`src/rtl/cargador_programa.sv`:
```
// Program loader: packs UART bytes MSB-first into instructions and writes them to
// consecutive program-memory addresses until the HALT word is stored or memory fills.
module cargador_programa #(
    parameter int                   RAM_WIDTH  = 32,
    parameter int                   RAM_DEPTH  = 2048,
    parameter int                   ADDR_WIDTH = $clog2(RAM_DEPTH + 1),
    parameter logic [RAM_WIDTH-1:0] HALT_WORD  = 32'hFFFF_FFFF
) (
    input  logic                  i_clk,
    input  logic                  i_reset,
    input  logic                  i_start,
    input  logic [7:0]            i_rx_data,
    input  logic                  i_rx_valid,
    output logic                  o_ena,
    output logic                  o_wea,
    output logic [ADDR_WIDTH-1:0] o_addr,
    output logic [RAM_WIDTH-1:0]  o_dina,
    output logic                  o_busy,
    output logic                  o_done,
    output logic                  o_overflow,
    output logic [ADDR_WIDTH:0]   o_word_count
);

    localparam int NBYTES = RAM_WIDTH / 8;
    localparam int BCW    = $clog2(NBYTES + 1);

    localparam logic [BCW-1:0]        LAST_BYTE = BCW'(NBYTES - 1);
    localparam logic [ADDR_WIDTH-1:0] LAST_ADDR = ADDR_WIDTH'(RAM_DEPTH - 1);

    typedef enum logic [2:0] {
        ST_IDLE  = 3'd0,
        ST_RECV  = 3'd1,
        ST_WRITE = 3'd2,
        ST_DONE  = 3'd3,
        ST_ERROR = 3'd4
    } state_t;

    state_t                  state_r;
    state_t                  state_nxt_s;
    logic [RAM_WIDTH-1:0]    shreg_r;
    logic [RAM_WIDTH-1:0]    word_s;
    logic [BCW-1:0]          byte_cnt_r;
    logic [ADDR_WIDTH-1:0]   addr_r;
    logic                    ena_s;
    logic                    busy_s;
    logic                    done_s;
    logic                    ovf_s;

    assign word_s = {shreg_r[RAM_WIDTH-9:0], i_rx_data};

    // State register
    always_ff @(posedge i_clk or posedge i_reset) begin
        if (i_reset) begin
            state_r <= ST_IDLE;
        end else begin
            state_r <= state_nxt_s;
        end
    end

    // Next-state logic
    always_comb begin
        state_nxt_s = state_r;
        case (state_r)
            ST_IDLE, ST_DONE, ST_ERROR: begin
                if (i_start) begin
                    state_nxt_s = ST_RECV;
                end else begin
                    state_nxt_s = state_r;
                end
            end
            ST_RECV: begin
                if (i_rx_valid && (byte_cnt_r == LAST_BYTE)) begin
                    state_nxt_s = ST_WRITE;
                end else begin
                    state_nxt_s = ST_RECV;
                end
            end
            ST_WRITE: begin
                // HALT wins over overflow when it lands on the last address
                if (o_dina == HALT_WORD) begin
                    state_nxt_s = ST_DONE;
                end else if (addr_r == LAST_ADDR) begin
                    state_nxt_s = ST_ERROR;
                end else begin
                    state_nxt_s = ST_RECV;
                end
            end
            default: begin
                state_nxt_s = ST_IDLE;
            end
        endcase
    end

    // Output decode from the next state, so the registered flags line up with the state
    always_comb begin
        ena_s  = 1'b0;
        busy_s = 1'b0;
        done_s = 1'b0;
        ovf_s  = 1'b0;
        case (state_nxt_s)
            ST_RECV: begin
                busy_s = 1'b1;
            end
            ST_WRITE: begin
                ena_s  = 1'b1;
                busy_s = 1'b1;
            end
            ST_DONE: begin
                done_s = 1'b1;
            end
            ST_ERROR: begin
                ovf_s = 1'b1;
            end
            default: begin
                ena_s = 1'b0;
            end
        endcase
    end

    // Datapath: byte assembly, address/count tracking and registered outputs
    always_ff @(posedge i_clk or posedge i_reset) begin
        if (i_reset) begin
            shreg_r      <= '0;
            byte_cnt_r   <= '0;
            addr_r       <= '0;
            o_ena        <= 1'b0;
            o_wea        <= 1'b0;
            o_addr       <= '0;
            o_dina       <= '0;
            o_busy       <= 1'b0;
            o_done       <= 1'b0;
            o_overflow   <= 1'b0;
            o_word_count <= '0;
        end else begin
            o_ena      <= ena_s;
            o_wea      <= ena_s;
            o_busy     <= busy_s;
            o_done     <= done_s;
            o_overflow <= ovf_s;
            case (state_r)
                ST_IDLE, ST_DONE, ST_ERROR: begin
                    if (i_start) begin
                        addr_r       <= '0;
                        byte_cnt_r   <= '0;
                        o_word_count <= '0;
                    end
                end
                ST_RECV: begin
                    if (i_rx_valid) begin
                        shreg_r <= word_s;
                        if (byte_cnt_r == LAST_BYTE) begin
                            byte_cnt_r <= '0;
                            o_dina     <= word_s;
                            o_addr     <= addr_r;
                        end else begin
                            byte_cnt_r <= byte_cnt_r + BCW'(1);
                        end
                    end
                end
                ST_WRITE: begin
                    o_word_count <= o_word_count + (ADDR_WIDTH + 1)'(1);
                    if (state_nxt_s == ST_RECV) begin
                        addr_r <= addr_r + ADDR_WIDTH'(1);
                    end
                    // A byte arriving during the write strobe starts the next word
                    if (i_rx_valid) begin
                        shreg_r    <= word_s;
                        byte_cnt_r <= BCW'(1);
                    end
                end
                default: begin
                    byte_cnt_r <= '0;
                end
            endcase
        end
    end

endmodule
```
`config.mk`:
```
export PLATFORM = sky130hd
export DESIGN_NAME = cargador_programa
export DESIGN_NICKNAME = d
export VERILOG_FILES = /design/src/rtl/cargador_programa.sv
export SDC_FILE = /design/constraint.sdc
export NUM_CORES = 1
export LEC_CHECK = 0
export BUFFER_PORTS_ARGS = -buffer_cell sky130_fd_sc_hd__buf_2
export CORE_ASPECT_RATIO = 0.7
export CORE_UTILIZATION = 55
export CTS_CLUSTER_SIZE = 16
export DETAILED_ROUTE_END_ITERATION = 10
export GPL_TIMING_DRIVEN = 1
export MAX_ROUTING_LAYER = met4
export PLACE_DENSITY_LB_ADDON = 0.08
export SLEW_MARGIN = 10
export SYNTH_ARGS = -nofsm -noshare
export SYNTH_HDL_FRONTEND = slang
export SYNTH_SLANG_ARGS = --single-unit
```
`constraint.sdc`:
```
create_clock -name i_clk -period 3.53 [get_ports i_clk]
set_input_delay 0.353 -clock i_clk [delete_from_list [all_inputs] [get_ports i_clk]]
set_output_delay 0.353 -clock i_clk [all_outputs]
set_load 0.01 [all_outputs]
```
Yosys cells after proc, flatten, opt, wreduce, memory -nomap -nowiden
Cells that the tools add are included.
{"block": "word_totals", "out_inout_bits": 62, "inputBits": 12, "wordCells": 59, "ff_bits": 103}
{"block": "classes", "n_addsub": 3, "n_eq_ne": 15, "reduce_logical": 11, "muxes": 19}
{"cell": "== test 32 bit (second input constant)", "n": 1}
{"cell": "one-hot mux 13 bit (2 select lines)", "n": 1}
{"cell": "two-way mux 12 bit", "n": 2}
{"cell": "one-hot mux 12 bit (2 select lines)", "n": 1}
{"cell": "two-way mux 3 bit", "n": 7}
{"cell": "one-hot mux 3 bit (3 select lines)", "n": 2}
{"cell": "== test 3 x 2 -> 1 bit (second input constant)", "n": 5}
{"cell": "adder 13 x 1 -> 13 bit (second input constant)", "n": 1}
{"cell": "two-way mux 13 bit", "n": 1}
{"cell": "adder 12 x 1 -> 12 bit (second input constant)", "n": 1}
{"cell": "== test 12 x 11 -> 1 bit (second input constant)", "n": 1}
{"cell": "AND reduction 3 bit", "n": 3}
{"cell": "inequality test 2 bit (second input constant)", "n": 4}
{"cell": "== test 3 x 1 -> 1 bit (second input constant)", "n": 2}
{"cell": "== test 3 bit (second input constant)", "n": 2}
{"cell": "two-way mux 1 bit", "n": 4}
{"cell": "AND reduction 2 bit", "n": 2}
{"cell": "OR reduction 2 bit", "n": 2}
{"cell": "adder 3 x 1 -> 3 bit (second input constant)", "n": 1}
{"cell": "logical NOT 3 bit", "n": 1}
{"cell": "OR reduction 3 bit", "n": 1}
{"cell": "two-way mux 2 bit", "n": 1}
{"cell": "nonzero test 2 bit", "n": 1}
{"cell": "logical AND 1 bit", "n": 1}

Longest topological paths before layout
Gate-level depths: netlist of run 1.
{"block": "depth", "depth_word": 7, "mapped_depth": 7, "ltp_nobuf": 6}

Worst setup path before layout of run 1
OpenSTA, ideal clock, no wires.
{"block": "synth_path", "path_kind": "reg2reg", "start": "register state_r[2]", "end": "register o_dina[4]", "stages_incl_launch_ff": 6, "setup_ns": 0.125, "setup_slack_ns": 1.684, "period_less_slack_ns": 1.846, "path_buffers": 2, "arrival_ns": 1.721, "t_required_ns": 3.405, "path_cell_list": "dfrtp_1 buf_2 nand2b_1 nor4_4 buf_4 mux2_2"}
{"block": "synth_via", "elab_chain_len": 2}
{"element": "from (decl)", "line": "38", "rtl": "state_t state_r;"}
{"element": "from (signal assigned)", "line": "56", "rtl": "state_r <= state_nxt_s;"}
{"element": "== test 3 x 1 -> 1 bit", "line": "140", "rtl": "case (state_r)"}
{"element": "AND reduction 3 bit (no source line)"}
{"element": "to (signal assigned)", "line": "153", "rtl": "o_dina <= word_s;"}
{"element": "to (decl)", "line": "17", "rtl": "output logic [RAM_WIDTH-1:0] o_dina,"}
Every way passes these cells.
A chain may end at the register's enable or synchronous reset.

Worst setup path in the final report of run 1
{"block": "layout_path", "start": "register state_r[1]", "end": "register addr_r[7]"}
{"block": "layout_via", "elab_chain_len": 6, "elab_cells_between_ends": 14, "classes_between": "7 x eq/ne; 3 x mux; 4 x reduce/logical"}
{"element": "== test 3 x 2 -> 1 bit, or another cell as far along", "line": "63, 140"}
{"element": "OR reduction 3 bit", "line": "63, 140"}
{"element": "one-hot mux 3 bit (3 select lines)", "line": "63", "rtl": "case (state_r)"}
{"element": "== test 3 x 1 -> 1 bit", "line": "162", "rtl": "if (state_nxt_s == ST_RECV) begin"}
{"element": "inequality test 2 bit (no source line)"}
{"element": "AND reduction 3 bit (no source line)"}
{"element": "to (signal assigned)", "line": "163", "rtl": "addr_r <= addr_r + ADDR_WIDTH'(1);"}
{"element": "to (decl)", "line": "43", "rtl": "logic [ADDR_WIDTH-1:0] addr_r;"}
Several ways; a longest one is shown, not always the timed one.

==> results of run 1 <==
registers in the layout (all words and copies together), names as in the netlist:
signal	count
o_overflow	1
o_addr	12
byte_cnt_r	3
addr_r	12
o_done	1
shreg_r	24
o_word_count	13
o_dina	32
state_r	3
o_busy	1
o_wea	1
per-layer routing:
metal	part of all wire (%)	vias up
met2	41	68
met3	3.8	17
met5	0	-
met4	2.0	0
li1	-	1408
met1	53	1507
worst reg2reg max path, delay by kind of cell, from the launching register on:
family / cells / cell delay (ps)
AOI/OAI and AO/OA: 3 / 990
and+or+nand+nor: 2 / 520
DFF: 1 / 660
placed cells by master, fill, tap and decap left out, types with 6 or more instances in the layout:
cell type / synthesis / final
nand2_1: 23 / 23
a31oi_1: 9 / 9
buf_2: 2 / 73
clkbuf_16: 0 / 9
a21oi_1: 7 / 7
o21ai_0: 9 / 9
nand3_1: 9 / 9
nor2_1: 15 / 15
dfrtp_1: 103 / 103
mux2i_1: 6 / 6
nand4_1: 12 / 12
and3_1: 7 / 7
mux2_2: 68 / 68
power groups by stage:
stage / Clock (mW) / Sequential (mW) / Combinational (mW)
floorplan: 0 / 1.91 / 0.730
global placement: 0 / 1.90 / 1.12
detailed placement: 0 / 1.92 / 1.15
CTS: 1.00 / 1.90 / 1.16
global route: 1.04 / 1.96 / 1.25
finish: 0.983 / 1.90 / 1.14
final cells by class:
| class | count | share of cell area, % |
|---|---|---|
| clock inverters | 4 | 0.862 |
| well taps | 101 | 2.42 |
| flip-flops and latches | 103 | 49.4 |
| inverters | 4 | 0.335 |
| repair buffers | 78 | 7.95 |
| multi-input cells | 223 | 34.2 |
| clock buffers | 11 | 4.84 |
through the flow:
stage	utilization [%]	cell area (µm²)	std cells	power, mW
floorplan	-	4470	343	2.64
finish	66.3	5220	524	4.03
global placement	62.6	4920	509	3.02
detailed placement	62.6	4920	509	3.07
CTS	66.3	5220	524	4.06
global route	66.3	5220	524	4.25
path summary, 6_finish.rpt:
path                                              start                           end  slack (ps)  cells past startpoint
max in group asynchronous                       i_reset         o_addr[7]$_DFFE_PP0P_        2590                      3
min in group i_clk                         i_rx_data[1]        shreg_r[1]$_DFFE_PP0P_         250                      2
setup reg to reg                   state_r[1]$_DFF_PP0_         addr_r[7]$_DFFE_PP0P_        1240                      5
hold / removal                                  i_reset               o_wea$_DFF_PP0_         150                      2
hold reg to reg            o_word_count[12]$_DFFE_PP0P_  o_word_count[12]$_DFFE_PP0P_         470                      1
setup / recovery                   state_r[1]$_DFF_PP0_         addr_r[7]$_DFFE_PP0P_        1240                      5
cells by family (layout without fill, tap and decap cells):
logic type / count (synthesis) / in the layout / synth area share, %
DFF: 103 / 103 / 57.7
and+or+nand+nor: 93 / 93 / 11.9
muxes: 78 / 78 / 19.5
AOI/OAI and AO/OA: 46 / 46 / 7.02
buffers and inverters: 17 / 97 / 2.49
adders and majority gates: 3 / 3 / 0.840
xor gates and xnor gates: 3 / 3 / 0.588
==> impl_metrics.tcl, run 1 <==
set metrics [dict create \
    outcome "finished clean" \
    postLayoutSetupSlackWorst_ps 1240 \
    path_cells "nand2b_2 -> or2_1 -> a21oi_2 -> o21ai_1 -> a221o_1" \
    grt_usage_pct 23.2 \
    clk_pin_slew_ps 60 \
    post_synth_most_frequent_cells "dfrtp_1 (103), mux2_2 (68), nand2_1 (23)" \
    cts_buffers 9 \
    port_buffers 73 \
    ys_seq_area_share_pct 57.7 \
    cp.required_ps 3750 \
    use_met2_pct 29.6 \
    cts_max_level 3 \
    power_frac_seq_pct 47.2 \
    netlist_instances 343 \
    ant_nets 0 \
    fillers 608 \
    drive_gt1_share_pct 42.1 \
    grt_util_met3_pct 4.79 \
    pwr_density_cell_mw_per_mm2 771 \
    path_max_fanout 16 \
    cts_max_path_buffers 2 \
    netlist.area_leader.share_pct 57.7 \
    cts_setup_buffers 0 \
    avgSynthCellArea_um2 13.0 \
    rsz0062_at_grt "false" \
    comb_power_share_pct 28.4 \
    pre_cts_ws_ps 1240 \
    dr_total_vias 3000 \
    power.clock.fraction_pct 24.4 \
    switching_share_pct 31.4 \
    die_w_um 110 \
    synthArstFlopShare_pct 100 \
    ff_latch_area_mm2 0.00258 \
    synth-warning-count 0 \
    intPower_mw 2.77 \
    grt_max_degree 63 \
    criticalPathCategory "reg2reg" \
    antenna_found_initial 0 \
    cp_slowest_cell "dfrtp_1" \
    hold_violations 0 \
    crit_buf_inv 0 \
    synth.cell_area_mm2 0.00447 \
    dr.pass1.iters 4 \
    route.detailed.drc 0 \
    synth_area_leader_cell "dfrtp_1" \
    yosysMostFrequentCell "dfrtp_1" \
    max_freq_mhz 437 \
    cts-root-buf "clkbuf_16" \
    slew-limit-headroom_pct 38.9 \
    place_hpwl_um 6120 \
    gr-total-overflow 0 \
    fp.dieH_um 77.4 \
    core_mm2 0.00787 \
    power.leakage_nw 2.51 \
    ys_types 52 \
    nets 434 \
    start_util_pct 56.8 \
    ir_drop_v 0.000491 \
    netlist_top_cells_area "dfrtp_1 (58%), mux2_2 (17%), nand2_1 (1.9%)" \
    slowest_delay_ps 660 \
    synth_edf_count 0 \
    syn_to_final_growth_pct 16.8 \
    clock_latency_ps 340 \
    pin_count 74 \
    wl_per_cell_um 16.7 \
    syn_nets 358 \
    met1_usage_pct 35.7 \
    finalCriticalPeriod_ps 2290 \
    tns_ps 0 \
    cpLargestDelayFamily "compound AO/OA/AOI/OAI gates" \
    synthFlopType "dfrtp_1" \
    row_count 27 \
    cts_sinks 103 \
    cts_tree "done" \
    worstSetupEndpointType "register" \
    max_slew.worst_pin.slew_ps 913 \
    ys_ff_latch 103 \
    antenna_cells 0 \
    drt-initial-drc-count 145 \
    cts_hold_buffers 0 \
    crit_path_start_kind "register" \
    final_max_slew_viol_count 0 \
    place.gp.congestion 0.914 \
    hp-class "in2async" \
    grt_pass1_vias 2761 \
    period_share_pct 64.9 \
    setup_viol 0 \
    drt_wl_total_um 8740 \
    fp.dieArea_mm2 0.00850 \
    cts_resized 0 \
    critPathArrivalTime_ps 2510 \
    clock_skew_ps 7.20 \
    multi_input_area_mm2 0.00179 \
    grt_pass1_wl_um 14300 \
    p_sw_mw 1.26 \
    drv_cap 0 \
    top_usage_layer "met1" \
    viasPerCell 5.73 \
    fin_hold_ws_ps 147 \
]
No activity file was read; power rests on OpenSTA's default activity.
==> run 2, diff against run 1 <==
==> constraint.sdc (replaced) <==
create_clock -name i_clk -period 2.3 [get_ports i_clk]
set_input_delay 0.23 -clock i_clk [delete_from_list [all_inputs] [get_ports i_clk]]
set_output_delay 0.23 -clock i_clk [all_outputs]
set_load 0.01 [all_outputs]
==> run 2 against run 1 <==
  * Via count up 1.7%
  * Combinational power up 61%
  * Largest cell class unchanged
  * Highest routed layer unchanged
  * Register-to-register slack lost 1000 ps
  * Cell count increased by 1.7%
  * Die area is the same
  * First-iteration DRC count up 35%
  * Worst setup slack lost 1000 ps
  * Clock-buffer cell count down 1
  * Wire length up 6.7%
  * Utilization up 1.6 points
==> impl_metrics.tcl, run 2 (synthesis results as in run 1) <==
set metrics [dict create \
    cts_max_path_buffers 2 \
    largest_register "o_dina" \
    cp_slowest_cell "dfrtp_1" \
    route.detailed.drc 0 \
    grt_usage_pct 25.1 \
    criticalPathCategory "reg2reg" \
    largest_reg_flops 32 \
    final_max_slew_viol_count 0 \
    antenna_cells 0 \
    setup_viol 0 \
    dpl-instance-area_mm2 0.00500 \
    cts_tree "done" \
    path_cells "nand2b_2 -> or2_1 -> a21oi_2 -> o21ai_1 -> a221o_1" \
    top_regs "o_dina x32, shreg_r x24, o_word_count x13" \
    crit_buf_inv 0 \
    drv_cap 0 \
    r2r_cells 5 \
    period_share_pct 91.1 \
    drt-initial-drc-count 196 \
    cpLargestDelayFamily "compound AO/OA/AOI/OAI gates" \
    power.leakage_nw 2.56 \
    port_buffers 73 \
    final_cell_mix "dfrtp_1 (103), buf_2 (73), mux2_2 (68), nand2_1 (23), nor2_1 (15)" \
    switching_share_pct 31.5 \
    max_slew.worst_pin.slew_ps 479 \
    cts_buffers 9 \
    comb_power_share_pct 28.8 \
    grt_max_degree 63 \
    intPower_mw 4.38 \
    reg2reg_slack_ps 210 \
    pwr_density_cell_mw_per_mm2 1200 \
    cts-root-buf "clkbuf_16" \
    place_hpwl_um 6530 \
    fin_hold_ws_ps 122 \
    fp.dieArea_mm2 0.00850 \
    p_sw_mw 2.02 \
    clock_skew_ps 9.82 \
    place.gp.congestion 0.866 \
    layout_commonest_cell "dfrtp_1" \
    ir_drop_v 0.000825 \
    slew-limit-headroom_pct 67.9 \
    power.clock.fraction_pct 26.1 \
    core_mm2 0.00787 \
    antenna_found_initial 0 \
    tns_ps 0 \
    clk_pin_slew_ps 70 \
    worstSetupEndpointType "register" \
    dr.pass1.iters 4 \
    dr_total_vias 3052 \
    pin_count 74 \
    finalCriticalPeriod_ps 2090 \
    start_util_pct 56.8 \
    regToRegEndpoint "addr_r[7]$_DFFE_PP0P_" \
    r2r-start "state_r[1]$_DFF_PP0_" \
    drt_wl_total_um 9320 \
    rsz0062_at_grt "false" \
    hold_violations 0 \
    hp-class "in2reg" \
    holdCritStartpoint "i_rx_data[5]" \
    max_freq_mhz 477 \
    cp.required_ps 2530 \
    critPathArrivalTime_ps 2330 \
    fp.dieH_um 77.4 \
    row_count 27 \
    drive_gt1_share_pct 43.1 \
    clock_latency_ps 350 \
    path_max_fanout 12 \
    cp_num_cells 5 \
    syn_to_final_growth_pct 19.6 \
    cts_sinks 103 \
    nets 442 \
    viasPerCell 5.73 \
    wl_per_cell_um 17.5 \
    crit_path_start_kind "register" \
    die_w_um 110 \
    grt_pass1_wl_um 15500 \
    grt_pass1_vias 2943 \
    outcome "finished clean" \
    critPathCapture "addr_r[7]$_DFFE_PP0P_" \
    ant_nets 0 \
    critPathLaunch "state_r[1]$_DFF_PP0_" \
    design_area_mm2 0.00535 \
    cts_max_level 3 \
    slowest_delay_ps 530 \
    gr-total-overflow 0 \
    power_frac_seq_pct 45.1 \
]
## run 2: how the worst min path moves through the flow
stage,to,cells after the start
finish,shreg_r[5]$_DFFE_PP0P_,2
global route,shreg_r[5]$_DFFE_PP0P_,2
CTS,shreg_r[5]$_DFFE_PP0P_,2
detailed placement,shreg_r[4]$_DFFE_PP0P_,2
global placement,shreg_r[4]$_DFFE_PP0P_,2
floorplan,o_dina[0]$_DFFE_PP0P_,1
## run 2: metrics by stage
stage	power [mW]	worst slack [ps]	util, %	cells
after CTS	6.45	198	67.9	533
after global placement	4.70	310	63.6	516
after floorplan	4.05	454	-	343
final	6.39	206	67.9	533
after global routing	6.76	64.9	67.9	533
after detailed placement	4.77	230	63.6	516
## run 2: cell type report
cell class | instances | area, µm²
flip-flops and latches | 103 | 2580
fillers | 577 | 2520
multi-input cells | 223 | 1790
repair buffers | 86 | 503
clock buffers | 10 | 239
well taps | 101 | 126
clock inverters | 6 | 93.8
inverters | 4 | 18.8
## run 2: power groups by stage
| stage | sequential [mW] | clock, mW | combinational [mW] |
|---|---|---|---|
| finish | 2.88 | 1.67 | 1.84 |
| global route | 2.98 | 1.76 | 2.02 |
| CTS | 2.89 | 1.70 | 1.86 |
| detailed placement | 2.92 | 0 | 1.85 |
| global placement | 2.88 | 0 | 1.81 |
| floorplan | 2.93 | 0 | 1.12 |
## run 2: layer usage
layer  vias up  GRT usage (%)  wire [µm]
met2        89           33.3       3970
li1       1431              -          -
met5         -              -          0
met4         0           8.53        133
met1      1522           37.4       4670
met3        10           6.05        551
## run 2: what timing repair did
action,4_1_cts,5_1_grt
endpoints found under the hold margin,9,0
gates resized for setup,0,0
setup endpoints to repair,0,0
hold buffers,1,0
setup buffers,0,0
==> run 3, diff against run 2 <==
--- a/config.mk
+++ b/config.mk
@@ -12,7 +12,7 @@
 export DETAILED_ROUTE_END_ITERATION = 10
 export GPL_TIMING_DRIVEN = 1
 export MAX_ROUTING_LAYER = met4
-export PLACE_DENSITY_LB_ADDON = 0.08
+export PLACE_DENSITY = 0.75
 export SLEW_MARGIN = 10
 export SYNTH_ARGS = -nofsm -noshare
 export SYNTH_HDL_FRONTEND = slang
==> run 3 against run 2 <==
  * Clock power fell by 7%
  * Global-route usage fell by 0.22 points
  * Sequential power barely moved
  * Combinational power barely moved
  * Die area did not move
  * Worst setup slack got worse by 8.1 ps
  * Wire length fell by 1.7%
  * Cell count fell by 0.19%
  * Clock-buffer cell count fell by 1
  * Design area fell by 0.73%
  * Utilization fell by 0.49 points
  * Critical path type unchanged
  * Highest routed layer unchanged
==> impl_metrics.tcl, run 3 (synthesis results as in run 1) <==
set metrics [dict create \
    dr_total_vias 3076 \
    drt_wl_total_um 9170 \
    cp.required_ps 2530 \
    reg2reg_slack_ps 200 \
    place_inst 516 \
    tns_ps 0 \
    finalCriticalPeriod_ps 2100 \
    core_mm2 0.00787 \
    viasPerCell 5.78 \
    crit_path_start_kind "register" \
    regToRegEndpoint "addr_r[5]$_DFFE_PP0P_" \
    worstSetupEndpointType "register" \
    dr.pass1.iters 4 \
    pwr_density_cell_mw_per_mm2 1180 \
    rsz0062_at_grt "false" \
    final_cells 532 \
    cts_max_path_buffers 2 \
    hp-class "in2async" \
    grt_pass1_wl_um 15300 \
    final_max_slew_viol_count 0 \
    cts_hold_buffers 0 \
    max_freq_mhz 476 \
    pin_count 74 \
    syn_to_final_growth_pct 18.7 \
    top_regs "o_dina x32, shreg_r x24, o_word_count x13" \
    critPathArrivalTime_ps 2330 \
    cts_setup_buffers 0 \
    cts_max_level 3 \
    clk_pin_slew_ps 70 \
    antenna_cells 0 \
    period_share_pct 91.4 \
    final_cell_mix "dfrtp_1 (103), buf_2 (73), mux2_2 (68), nand2_1 (23), nor2_1 (15)" \
    largest_register "o_dina" \
    row_count 27 \
    clock_skew_ps 8.96 \
    route.detailed.drc 0 \
    power_mw 6.28 \
    critPathCapture "addr_r[5]$_DFFE_PP0P_" \
    cts_resized 0 \
    drive_gt1_share_pct 43.2 \
    clock_latency_ps 350 \
    largest_reg_flops 32 \
    grt_max_degree 40 \
    place_hpwl_um 6720 \
    slew-limit-headroom_pct 37.9 \
    drv_cap 0 \
    fp.dieArea_mm2 0.00850 \
    place.gp.congestion 0.901 \
    cts_sinks 103 \
    wl_per_cell_um 17.2 \
    grt_usage_pct 24.8 \
    layout_commonest_cell "dfrtp_1" \
    cts_tree "done" \
    critPathLaunch "addr_r[0]$_DFFE_PP0P_" \
    power.leakage_nw 2.55 \
    ant_nets 0 \
    antenna_found_initial 0 \
    port_buffers 73 \
    nets 441 \
    drt-initial-drc-count 191 \
    r2r-start "addr_r[0]$_DFFE_PP0P_" \
    grt_pass1_vias 2996 \
    start_util_pct 56.8 \
    max_slew.worst_pin.slew_ps 927 \
    hold_violations 0 \
    cts_buffers 9 \
    setup_viol 0 \
    die_w_um 110 \
    path_max_fanout 7 \
    cts-root-buf "clkbuf_16" \
    ir_drop_v 0.000768 \
    fin_hold_ws_ps 0.502 \
    fp.dieH_um 77.4 \
    criticalPathCategory "reg2reg" \
    outcome "finished clean" \
    r2r_cells 6 \
    gr-total-overflow 0 \
]
[run 3: routing by layer]
layer  vias up  track usage, %  wire [µm]
li1       1421               -          -
met1      1563            35.9       4580
met4         0            6.93        101
met2        81            35.4       4020
met5         -               -          0
met3        11            5.63        461
[run 3: layout make-up]
type | count | area [µm²]
Timing Repair Buffer | 85 | 493
Sequential cell | 103 | 2580
Tap cell | 101 | 126
Inverter | 4 | 18.8
Multi-Input combinational cell | 223 | 1790
Fill cell | 598 | 2560
Clock inverter | 7 | 78.8
Clock buffer | 9 | 225
[run 3: worst max-delay path, cell delays in order (launching register included)]
cell and delay, ps:
dfrtp_1 400, ha_1 250, nand3_2 180, nor4_4 430, nand2_2 130, and2_1 270
a221o_1 330
[run 3: through the flow]
step	cell area, µm²	setup WS, ps	utilization (%)
floorplan	4470	454	-
global placement	5000	357	63.6
detailed placement	5000	257	63.6
CTS	5310	223	67.4
global route	5310	46.2	67.4
finish	5310	197	67.4
[run 3: how the worst min path moves through the flow]
stage	to	slack [ps]	cells after the start
after floorplan	o_dina[0]$_DFFE_PP0P_	380	1
after global placement	o_dina[24]$_DFFE_PP0P_	390	2
after detailed placement	o_dina[24]$_DFFE_PP0P_	380	2
after CTS	o_dina[24]$_DFFE_PP0P_	10	2
after global routing	o_dina[24]$_DFFE_PP0P_	50	2
final	o_dina[24]$_DFFE_PP0P_	0.5	2
[run 3: report_power, final]
group	switching, mW	total (mW)	internal (mW)	leakage, nW
Combinational	0.875	1.84	0.967	1.08
Clock	0.690	1.55	0.857	0.151
Sequential	0.473	2.89	2.41	1.31
